<file path="src/rtl/rs232c_tx_arbiter_if.sv">
// Requester, configuration and transmitter-side signals of the RS-232C transmit arbiter.
// master is the surrounding system (requesters, config, transmitter); slave is the arbiter.
interface rs232c_tx_arbiter_if #(
    parameter int unsigned NUM_REQ        = 2,
    parameter int unsigned BYTES_PER_WORD = 4,
    parameter int unsigned BIT_WIDTH      = 8
);
    localparam int unsigned IdW = $clog2(NUM_REQ);

    logic [NUM_REQ-1:0]                          req_valid;
    logic [NUM_REQ*BYTES_PER_WORD*BIT_WIDTH-1:0] req_data;
    logic [NUM_REQ-1:0]                          req_ready;
    logic [31:0]                                 cfg_max_count;
    logic                                        cfg_update;
    logic [BIT_WIDTH-1:0]                        tx_send_data;
    logic                                        tx_te;
    logic [31:0]                                 tx_max_count;
    logic                                        tx_busy;
    logic [IdW-1:0]                              grant_id;
    logic                                        busy;
    logic                                        word_done;
    logic                                        err_no_busy;

    modport master (
        output req_valid, req_data, cfg_max_count, cfg_update, tx_busy,
        input  req_ready, tx_send_data, tx_te, tx_max_count, grant_id, busy, word_done,
               err_no_busy
    );

    modport slave (
        input  req_valid, req_data, cfg_max_count, cfg_update, tx_busy,
        output req_ready, tx_send_data, tx_te, tx_max_count, grant_id, busy, word_done,
               err_no_busy
    );
endinterface

</file>
<file path="src/rtl/rs232c_tx_arbiter.sv">
// Round-robin scheduler sharing one RS-232C byte transmitter between NUM_REQ requesters;
// each granted word is split into bytes and sequenced through te/t_busy.
module rs232c_tx_arbiter #(
    parameter int unsigned NUM_REQ           = 2,
    parameter int unsigned BYTES_PER_WORD    = 4,
    parameter int unsigned BIT_WIDTH         = 8,
    parameter bit          MSB_FIRST         = 1'b0,
    parameter int unsigned DEFAULT_MAX_COUNT = 10416
) (
    input logic               clk,
    input logic               rst,
    rs232c_tx_arbiter_if.slave bus
);
    localparam int unsigned IdW      = $clog2(NUM_REQ);
    localparam int unsigned WordW    = BYTES_PER_WORD * BIT_WIDTH;
    localparam int unsigned ByteIdxW = (BYTES_PER_WORD > 1) ? $clog2(BYTES_PER_WORD) : 1;
    localparam logic [ByteIdxW-1:0] LastByte = ByteIdxW'(BYTES_PER_WORD - 1);

    typedef enum logic [2:0] {
        StIdle,
        StGrant,
        StLoad,
        StWaitBusy,
        StWaitDone,
        StDone
    } state_e;

    state_e                state_q, state_d;
    logic [IdW-1:0]        grant_q, grant_d;
    logic [IdW-1:0]        rr_q, rr_d;
    logic [ByteIdxW-1:0]   byte_idx_q, byte_idx_d;
    logic [WordW-1:0]      buf_q, buf_d;
    logic [1:0]            wait_cnt_q, wait_cnt_d;
    logic [NUM_REQ-1:0]    req_ready_q, req_ready_d;
    logic                  tx_te_q, tx_te_d;
    logic [BIT_WIDTH-1:0]  tx_data_q, tx_data_d;
    logic [31:0]           max_q, max_d;
    logic                  busy_q, busy_d;
    logic                  word_done_q, word_done_d;
    logic                  err_q, err_d;
    logic                  cfg_pend_q, cfg_pend_d;
    logic [31:0]           cfg_val_q, cfg_val_d;

    logic                  found;
    logic [IdW-1:0]        winner;
    logic [WordW-1:0]      grant_word;

    function automatic logic [BIT_WIDTH-1:0] pick_byte(input logic [WordW-1:0]    word,
                                                        input logic [ByteIdxW-1:0] idx);
        int unsigned pos;
        pos = MSB_FIRST ? (BYTES_PER_WORD - 1 - int'(idx)) : int'(idx);
        return word[pos*BIT_WIDTH +: BIT_WIDTH];
    endfunction

    // First valid requester at or after the round-robin pointer, wrapping upward.
    always_comb begin
        found  = 1'b0;
        winner = '0;
        for (int unsigned k = 0; k < NUM_REQ; k++) begin
            int unsigned idx;
            idx = (int'(rr_q) + k) % NUM_REQ;
            if (!found && bus.req_valid[idx]) begin
                found  = 1'b1;
                winner = IdW'(idx);
            end
        end
    end

    assign grant_word = bus.req_data[int'(grant_q)*WordW +: WordW];

    always_comb begin
        state_d     = state_q;
        grant_d     = grant_q;
        rr_d        = rr_q;
        byte_idx_d  = byte_idx_q;
        buf_d       = buf_q;
        wait_cnt_d  = wait_cnt_q;
        req_ready_d = '0;
        tx_te_d     = 1'b0;
        tx_data_d   = tx_data_q;
        max_d       = max_q;
        word_done_d = 1'b0;
        err_d       = err_q;
        cfg_pend_d  = cfg_pend_q;
        cfg_val_d   = cfg_val_q;

        if (bus.cfg_update) begin
            cfg_pend_d = 1'b1;
            cfg_val_d  = bus.cfg_max_count;
        end

        unique case (state_q)
            StIdle: begin
                // A strobe in this very cycle wins over an older pending value.
                if (bus.cfg_update) begin
                    max_d      = bus.cfg_max_count;
                    cfg_pend_d = 1'b0;
                end else if (cfg_pend_q) begin
                    max_d      = cfg_val_q;
                    cfg_pend_d = 1'b0;
                end
                if (found) begin
                    grant_d             = winner;
                    req_ready_d[winner] = 1'b1;
                    state_d             = StGrant;
                end
            end
            StGrant: begin
                buf_d      = grant_word;
                byte_idx_d = '0;
                rr_d       = (int'(grant_q) == NUM_REQ - 1) ? '0 : grant_q + IdW'(1);
                tx_data_d  = pick_byte(grant_word, '0);
                tx_te_d    = 1'b1;
                state_d    = StLoad;
            end
            StLoad: begin
                wait_cnt_d = '0;
                state_d    = StWaitBusy;
            end
            StWaitBusy: begin
                // Third sampled cycle without t_busy means err_no_busy shows 4 cycles after te.
                if (bus.tx_busy) begin
                    state_d = StWaitDone;
                end else if (wait_cnt_q == 2'd2) begin
                    err_d       = 1'b1;
                    word_done_d = 1'b1;
                    state_d     = StDone;
                end else begin
                    wait_cnt_d = wait_cnt_q + 2'd1;
                end
            end
            StWaitDone: begin
                if (!bus.tx_busy) begin
                    if (byte_idx_q == LastByte) begin
                        word_done_d = 1'b1;
                        state_d     = StDone;
                    end else begin
                        byte_idx_d = byte_idx_q + ByteIdxW'(1);
                        tx_data_d  = pick_byte(buf_q, byte_idx_q + ByteIdxW'(1));
                        tx_te_d    = 1'b1;
                        state_d    = StLoad;
                    end
                end
            end
            StDone: begin
                state_d = StIdle;
            end
            default: begin
                state_d = StIdle;
            end
        endcase

        busy_d = (state_d != StIdle);
    end

    always_ff @(posedge clk) begin
        if (rst) begin
            state_q     <= StIdle;
            grant_q     <= '0;
            rr_q        <= '0;
            byte_idx_q  <= '0;
            buf_q       <= '0;
            wait_cnt_q  <= '0;
            req_ready_q <= '0;
            tx_te_q     <= 1'b0;
            tx_data_q   <= '0;
            max_q       <= 32'(DEFAULT_MAX_COUNT);
            busy_q      <= 1'b0;
            word_done_q <= 1'b0;
            err_q       <= 1'b0;
            cfg_pend_q  <= 1'b0;
            cfg_val_q   <= '0;
        end else begin
            state_q     <= state_d;
            grant_q     <= grant_d;
            rr_q        <= rr_d;
            byte_idx_q  <= byte_idx_d;
            buf_q       <= buf_d;
            wait_cnt_q  <= wait_cnt_d;
            req_ready_q <= req_ready_d;
            tx_te_q     <= tx_te_d;
            tx_data_q   <= tx_data_d;
            max_q       <= max_d;
            busy_q      <= busy_d;
            word_done_q <= word_done_d;
            err_q       <= err_d;
            cfg_pend_q  <= cfg_pend_d;
            cfg_val_q   <= cfg_val_d;
        end
    end

    assign bus.req_ready    = req_ready_q;
    assign bus.tx_te        = tx_te_q;
    assign bus.tx_send_data = tx_data_q;
    assign bus.tx_max_count = max_q;
    assign bus.grant_id     = grant_q;
    assign bus.busy         = busy_q;
    assign bus.word_done    = word_done_q;
    assign bus.err_no_busy  = err_q;
endmodule
</file>
<file path="src/flat_wrapper.sv">
// flat-port wrapper written by rule: the top's interface ports become plain ports
module rs232c_tx_arbiter_flat 
#(
    parameter int unsigned NUM_REQ           = 2,
    parameter int unsigned BYTES_PER_WORD    = 4,
    parameter int unsigned BIT_WIDTH         = 8,
    parameter bit          MSB_FIRST         = 1'b0,
    parameter int unsigned DEFAULT_MAX_COUNT = 10416
)
  (clk, rst, bus_req_valid, bus_req_data, bus_cfg_max_count, bus_cfg_update, bus_tx_busy, bus_req_ready, bus_tx_send_data, bus_tx_te, bus_tx_max_count, bus_grant_id, bus_busy, bus_word_done, bus_err_no_busy);
  rs232c_tx_arbiter_if #(.NUM_REQ(NUM_REQ), .BYTES_PER_WORD(BYTES_PER_WORD), .BIT_WIDTH(BIT_WIDTH)) bus_i ();
  input logic clk;
  input logic rst;
  input wire logic [$bits(bus_i.req_valid)-1:0] bus_req_valid;
  input wire logic [$bits(bus_i.req_data)-1:0] bus_req_data;
  input wire logic [$bits(bus_i.cfg_max_count)-1:0] bus_cfg_max_count;
  input wire logic [$bits(bus_i.cfg_update)-1:0] bus_cfg_update;
  input wire logic [$bits(bus_i.tx_busy)-1:0] bus_tx_busy;
  output wire logic [$bits(bus_i.req_ready)-1:0] bus_req_ready;
  output wire logic [$bits(bus_i.tx_send_data)-1:0] bus_tx_send_data;
  output wire logic [$bits(bus_i.tx_te)-1:0] bus_tx_te;
  output wire logic [$bits(bus_i.tx_max_count)-1:0] bus_tx_max_count;
  output wire logic [$bits(bus_i.grant_id)-1:0] bus_grant_id;
  output wire logic [$bits(bus_i.busy)-1:0] bus_busy;
  output wire logic [$bits(bus_i.word_done)-1:0] bus_word_done;
  output wire logic [$bits(bus_i.err_no_busy)-1:0] bus_err_no_busy;
  assign bus_i.req_valid = bus_req_valid;
  assign bus_i.req_data = bus_req_data;
  assign bus_i.cfg_max_count = bus_cfg_max_count;
  assign bus_i.cfg_update = bus_cfg_update;
  assign bus_i.tx_busy = bus_tx_busy;
  assign bus_req_ready = bus_i.req_ready;
  assign bus_tx_send_data = bus_i.tx_send_data;
  assign bus_tx_te = bus_i.tx_te;
  assign bus_tx_max_count = bus_i.tx_max_count;
  assign bus_grant_id = bus_i.grant_id;
  assign bus_busy = bus_i.busy;
  assign bus_word_done = bus_i.word_done;
  assign bus_err_no_busy = bus_i.err_no_busy;
  rs232c_tx_arbiter #(.NUM_REQ(NUM_REQ), .BYTES_PER_WORD(BYTES_PER_WORD), .BIT_WIDTH(BIT_WIDTH), .MSB_FIRST(MSB_FIRST), .DEFAULT_MAX_COUNT(DEFAULT_MAX_COUNT)) u_core (.clk(clk), .rst(rst), .bus(bus_i));
endmodule
</file>
<file path="config.mk">
export PLATFORM = sky130hd
export DESIGN_NAME = rs232c_tx_arbiter_flat
export DESIGN_NICKNAME = d
export VERILOG_FILES = /design/src/rtl/rs232c_tx_arbiter_if.sv /design/src/rtl/rs232c_tx_arbiter.sv /design/src/flat_wrapper.sv
export SDC_FILE = /design/constraint.sdc
export NUM_CORES = 1
export LEC_CHECK = 0
export ABC_AREA = 1
export CORE_UTILIZATION = 40
export DETAILED_ROUTE_END_ITERATION = 10
export PLACE_DENSITY = 0.71
export SYNTH_ARGS = -nofsm -noshare
export SYNTH_HDL_FRONTEND = slang
export SYNTH_SLANG_ARGS = --single-unit
</file>
<file path="constraint.sdc">
create_clock -name clk -period 2.2 [get_ports clk]
set_clock_uncertainty 0.1 [all_clocks]
set_input_delay 0.44 -clock clk [delete_from_list [all_inputs] [get_ports clk]]
set_output_delay 0.44 -clock clk [all_outputs]
set_load 0.005 [all_outputs]
</file>
==> metrics.txt, run 1 <==
Critical Path Start Type=flip-flop; die width=117 microns; # fillers=1243; total core area=12700 sq um; largest area contributor in the netlist=dfxtp_1; most common cell after layout, fill and taps aside=nand2_1; synthesized flop and latch total=120; post-route ant nets=0; Ys Warns=0; WP buf/inv=1; crit path DAT=1.37 ns; drt wl/cell=11.9 microns; outcome=completed; final setup margin=0.291 ns; Setup crit end=bus_grant_id; Avg Inst Size Synth=6.74 sq um; unrepaired setup endpoints after global routing=false; Peak VDD IR=0.000548 V; Placed Cells incl. Taps=1070; GR peak layer=met2; Synth area leaders=dfxtp_1 46%, nand2_1 24%, a21oi_1 9.9%, o21ai_0 3.5%, inv_1 3.4%; crit-path cells=clkdlybuf4s50_1; Routed WL=13200 microns; Layout Cells excl Fill=1102; vias in the first global route=4625; Worst Path Max Fanout=5; clk sink count=120; Via density=4.58; Clock Latency Late Sink=0.40 ns; largest net degree at the start of global routing=79; Pre-antenna DRT Iters=4; Least-Margin Pin Slew=1.01 ns; area grow syn2layout=42.6%; setup violators final=0; CTS tree=built; R2R Path Start=u_core.bus.grant_id; total power=6.73 mW; cell area after synthesis=5260 sq um; Clock transition at path regs=0.05 ns; Setup TNS Final=0 ns; met3 GRT Util=0.0498; Starting Density=0.413; WHS=0.343 ns; GP Congestion=0.811; Required @ worst endpoint=1.66 ns; post-CTS setup repair buffer count=0; met1 Track Usage GR=0.253; pre-CTS setup slack=0.0645 ns; Worst path max stage delay=0.54 ns; initial DRC count=328; Crit. Startpoint=u_core.bus.grant_id; antenna cells=0; num rows=41; Final nets=1021; register area=2400 sq um; R2R setup slack=0.35 ns; Max Cap Viol=0; H-tree Lvls=4; sequential-to-total area share from yosys stat=0.457; period utilisation layout=0.868; critical path endpoint category=output port; die height=117 microns; CTS Buffer Depth=2; total grt overflow=0; Peak Freq=524 MHz; Boundary Pins=149; IO buf count=148; Final Critical Period=1.91 ns; CTS root buffer=clkbuf_16; CP Class=reg -> out; initial antenna violation count=0; slew margin rel.=0.324; CP max stage cell=clkdlybuf4s50_1; Post-Syn Nets=884; Slew Viols, Final=0; CP delay by family, top=buffers and inverters; area of the die=13600 sq um; Gate Count Post-Synth=780; total number of vias=5051; RR Endpoint=u_core.bus.tx_send_data[6]; Post-CTS Resized=0; detailed placer's ending HPWL=9000 microns; first-pass GRT wire length=21400 microns; top-area cell type share of the netlist area=0.457; share of layout cells above drive strength 1=0.0624; leakage=3.27 nW; Hold Vio Cnt, Final=0; WP depth=1; Hold WC Path Type=reg -> reg; reg2reg path depth=7; CTS buffer count=17; Post-CTS Hold Buffers=0; Multi-input gate area=2390 sq um; met2 Usage GRT=0.340; Global Route Usage Sum=0.203; Unique masters post-synth=25; DRC violations left=0; PD cells=898 nW/um^2; most frequent cells in the layout=334 x nand2_1, 147 x clkdlybuf4s50_1, 120 x dfxtp_1
[final cells by class]
type / count / share of cell area
clock buffer: 25 / 0.0701
clock inverter: 7 / 0.0180
inverter: 52 / 0.0260
multi-input combinational: 561 / 0.319
sequential: 120 / 0.321
tap: 172 / 0.0287
timing repair buffer: 165 / 0.217
[worst min path at each step]
stage / from / endpoint / slack, ns / cells past startpoint
6_report: u_core.buf_q[4] / u_core.buf_q[4] / 0.34 / 2
3_5_place_dp: u_core.rr_q / u_core.rr_q / 0.33 / 2
4_1_cts: u_core.buf_q[4] / u_core.buf_q[4] / 0.34 / 2
5_1_grt: u_core.buf_q[4] / u_core.buf_q[4] / 0.36 / 2
3_3_place_gp: u_core.rr_q / u_core.rr_q / 0.33 / 2
2_1_floorplan: u_core.rr_q / u_core.rr_q / 0.32 / 2
[through the flow]
stage	cell area, sq um	utilization
final	7490	0.589
after global routing	7490	0.589
after CTS	7490	0.589
after detailed placement	6830	0.537
after global placement	6830	0.537
after floorplan	5260	-
[metal layers]
| metal | vias up | routed length [microns] |
|---|---|---|
| li1 | 2719 | - |
| met1 | 2175 | 6030 |
| met2 | 149 | 6270 |
| met3 | 8 | 746 |
| met4 | 0 | 114 |
| met5 | - | 0 |
[report_power, final]
part / switching, mW / total, mW / internal [mW]
registers: 0.113 / 2.52 / 2.41
clock network: 0.911 / 3.01 / 2.10
logic: 0.616 / 1.20 / 0.581
[Yosys cell counts]
cell type and number:
nand2_2 1, dfxtp_1 120, buf_6 8, nor2_2 1
nor2_4 2, clkbuf_2 1, or2_2 2, nor3_1 1
a21oi_1 104, nand4_1 2, nand3b_1 8, nor2_1 48
buf_1 2, nor3b_1 1, buf_4 1, o21ai_0 37
nand3_1 17, nand3_2 1, inv_1 48, clkbuf_1 16
clkinv_1 2, inv_2 2, ha_1 2, nand2_1 334
buf_2 19
[sequential cells by signal, summed over array words and instances (netlist names)]
| register | count |
|---|---|
| u_core.bus.word_done | 1 |
| u_core.cfg_val_q | 32 |
| u_core.wait_cnt_q | 2 |
| u_core.bus.grant_id | 1 |
| u_core.bus.tx_te | 1 |
| u_core.bus.err_no_busy | 1 |
| u_core.bus.req_ready | 2 |
| u_core.bus.tx_send_data | 8 |
| u_core.byte_idx_q | 2 |
| u_core.cfg_pend_q | 1 |
| u_core.state_q | 3 |
| u_core.bus.busy | 1 |
| u_core.bus.tx_max_count | 32 |
| u_core.rr_q | 1 |
| u_core.buf_q | 32 |
[cell families (layout without fill, tap and decap cells)]
group / after synthesis / count (layout) / share of synthesized area
AND/OR/NAND/NOR: 418 / 418 / 0.316
AO/OA/AOI/OAI: 141 / 141 / 0.134
flip-flops: 120 / 120 / 0.457
buffers and inverters: 99 / 249 / 0.0876
adder cells (fa/ha/maj): 2 / 2 / 0.00476
Note: power is estimated with default switching activity, not from simulation.
==> run 2, diff against run 1 <==
--- a/config.mk
+++ b/config.mk
@@ -6,6 +6,8 @@
 export NUM_CORES = 1
 export LEC_CHECK = 0
 export ABC_AREA = 1
+export CORE_ASPECT_RATIO = 0.9
+export CORE_MARGIN = 1
 export CORE_UTILIZATION = 40
 export DETAILED_ROUTE_END_ITERATION = 10
 export PLACE_DENSITY = 0.71
==> metrics.txt, run 2 (synthesis gave the netlist of run 1 again) <==
total grt overflow=0; Clock Latency Late Sink=0.41 ns; reg2reg path depth=7; Setup TNS Final=0 ns; CP delay by family, top=buffers and inverters; die width=123 microns; Clock transition at path regs=0.05 ns; die height=111 microns; slew margin rel.=0.391; outcome=completed; first-pass GRT wire length=21800 microns; Required @ worst endpoint=1.66 ns; post-route ant nets=0; GP Congestion=0.796; CP Class=reg -> out; Global Route Usage Sum=0.203; Hold Vio Cnt, Final=0; Routed WL=12900 microns; Via density=4.59; largest net degree at the start of global routing=73; Starting Density=0.413; H-tree Lvls=4; num rows=39; total power=6.35 mW; area grow syn2layout=40.8%; share of layout cells above drive strength 1=0.0560; IO buf count=148; RR Endpoint=u_core.bus.tx_send_data[7]; Hold WC Path Type=reg -> reg; crit-path cells=clkdlybuf4s50_1; Critical Path Start Type=flip-flop; initial antenna violation count=0; Final nets=1021; period utilisation layout=0.848; PD cells=858 nW/um^2; Max Cap Viol=0; setup violators final=0; leakage=3.22 nW; Worst Path Max Fanout=4; initial DRC count=374; unrepaired setup endpoints after global routing=false; post-CTS setup repair buffer count=0; Pre-antenna DRT Iters=4; Hold Path Cell Cnt=2; WP buf/inv=1; R2R setup slack=0.50 ns; DRC violations left=0; Worst path max stage delay=0.53 ns; detailed placer's ending HPWL=8900 microns; Peak VDD IR=0.000612 V; Post-CTS Resized=0; CTS buffer count=17; total core area=12700 sq um; antenna cells=0; CP max stage cell=clkdlybuf4s50_1; most frequent cells in the layout=334 x nand2_1, 147 x clkdlybuf4s50_1, 120 x dfxtp_1; crit path DAT=1.33 ns; critical path endpoint category=output port; Final Critical Period=1.87 ns; Least-Margin Pin Slew=0.912 ns; final setup margin=0.334 ns; CTS root buffer=clkbuf_16; clk sink count=120; area of the die=13600 sq um; Worst Hold Endpoint=u_core.buf_q[1]; CTS Buffer Depth=2; Peak Freq=536 MHz; CTS tree=built; most common cell after layout, fill and taps aside=nand2_1; Boundary Pins=149; HP Start=u_core.buf_q[1]; total number of vias=5012; R2R Path Start=u_core.bus.grant_id; Post-CTS Hold Buffers=0; pre-CTS setup slack=0.264 ns; drt wl/cell=11.8 microns; Slew Viols, Final=0; WP depth=1; vias in the first global route=4758
==> run 2: changes by cell type in the layout (fill, tap and decap cells not counted) <==
cell	previous run	this run
clkbuf_8	7	6
bufinv_16	4	1
clkbuf_1	1	5
clkinv_2	3	1
buf_4	15	14
buf_12	2	3
==> run 2: worst register-to-register path: cells and delay by family (launching register included) <==
family	cells	cell delay (ns)
flip-flops	1	0.34
buffers and inverters	1	0.67
AND/OR/NAND/NOR	6	0.54
==> run 2: how the worst max path moves through the flow <==
| stage | from | end | slack [ns] |
|---|---|---|---|
| floorplan | u_core.byte_idx_q[0] | u_core.bus.tx_send_data[0] | 0.82 |
| global placement | bus_tx_busy | u_core.bus.tx_send_data[7] | 0.30 |
| detailed placement | bus_tx_busy | u_core.bus.tx_send_data[1] | 0.26 |
| CTS | u_core.bus.grant_id | bus_grant_id | 0.31 |
| global route | u_core.bus.grant_id | u_core.bus.tx_send_data[0] | 0.28 |
| finish | u_core.bus.grant_id | bus_grant_id | 0.33 |
==> run 2: per-layer routing <==
metal  track usage  up-vias  share of wire
met3        0.0622       10          0.066
met4        0.0545        0         0.0075
met1         0.270     2156           0.48
li1              -     2715              -
met5             0        -              0
met2         0.315      131           0.44
==> run 2: area by class of cell <==
cell class / instances / area, sq um
fillers: 1221 / 5340
flip-flops and latches: 120 / 2400
multi-input cells: 561 / 2390
repair buffers: 165 / 1640
clock buffers: 28 / 527
well taps: 164 / 205
inverters: 52 / 195
clock inverters: 2 / 35.0
==> run 2: report_power, final <==
| part | switching, mW | internal, mW |
|---|---|---|
| Combinational | 0.618 | 0.604 |
| Clock | 0.888 | 1.72 |
| Sequential | 0.111 | 2.41 |
==> run 2: through the flow <==
stage,cell area (sq um),hold slack [ns],util,std cells
floorplan,5260,0.321,-,780
global placement,6840,0.334,0.537,1062
detailed placement,6840,0.336,0.537,1062
CTS,7400,0.344,0.581,1092
global route,7400,0.361,0.581,1092
finish,7400,0.343,0.581,1092
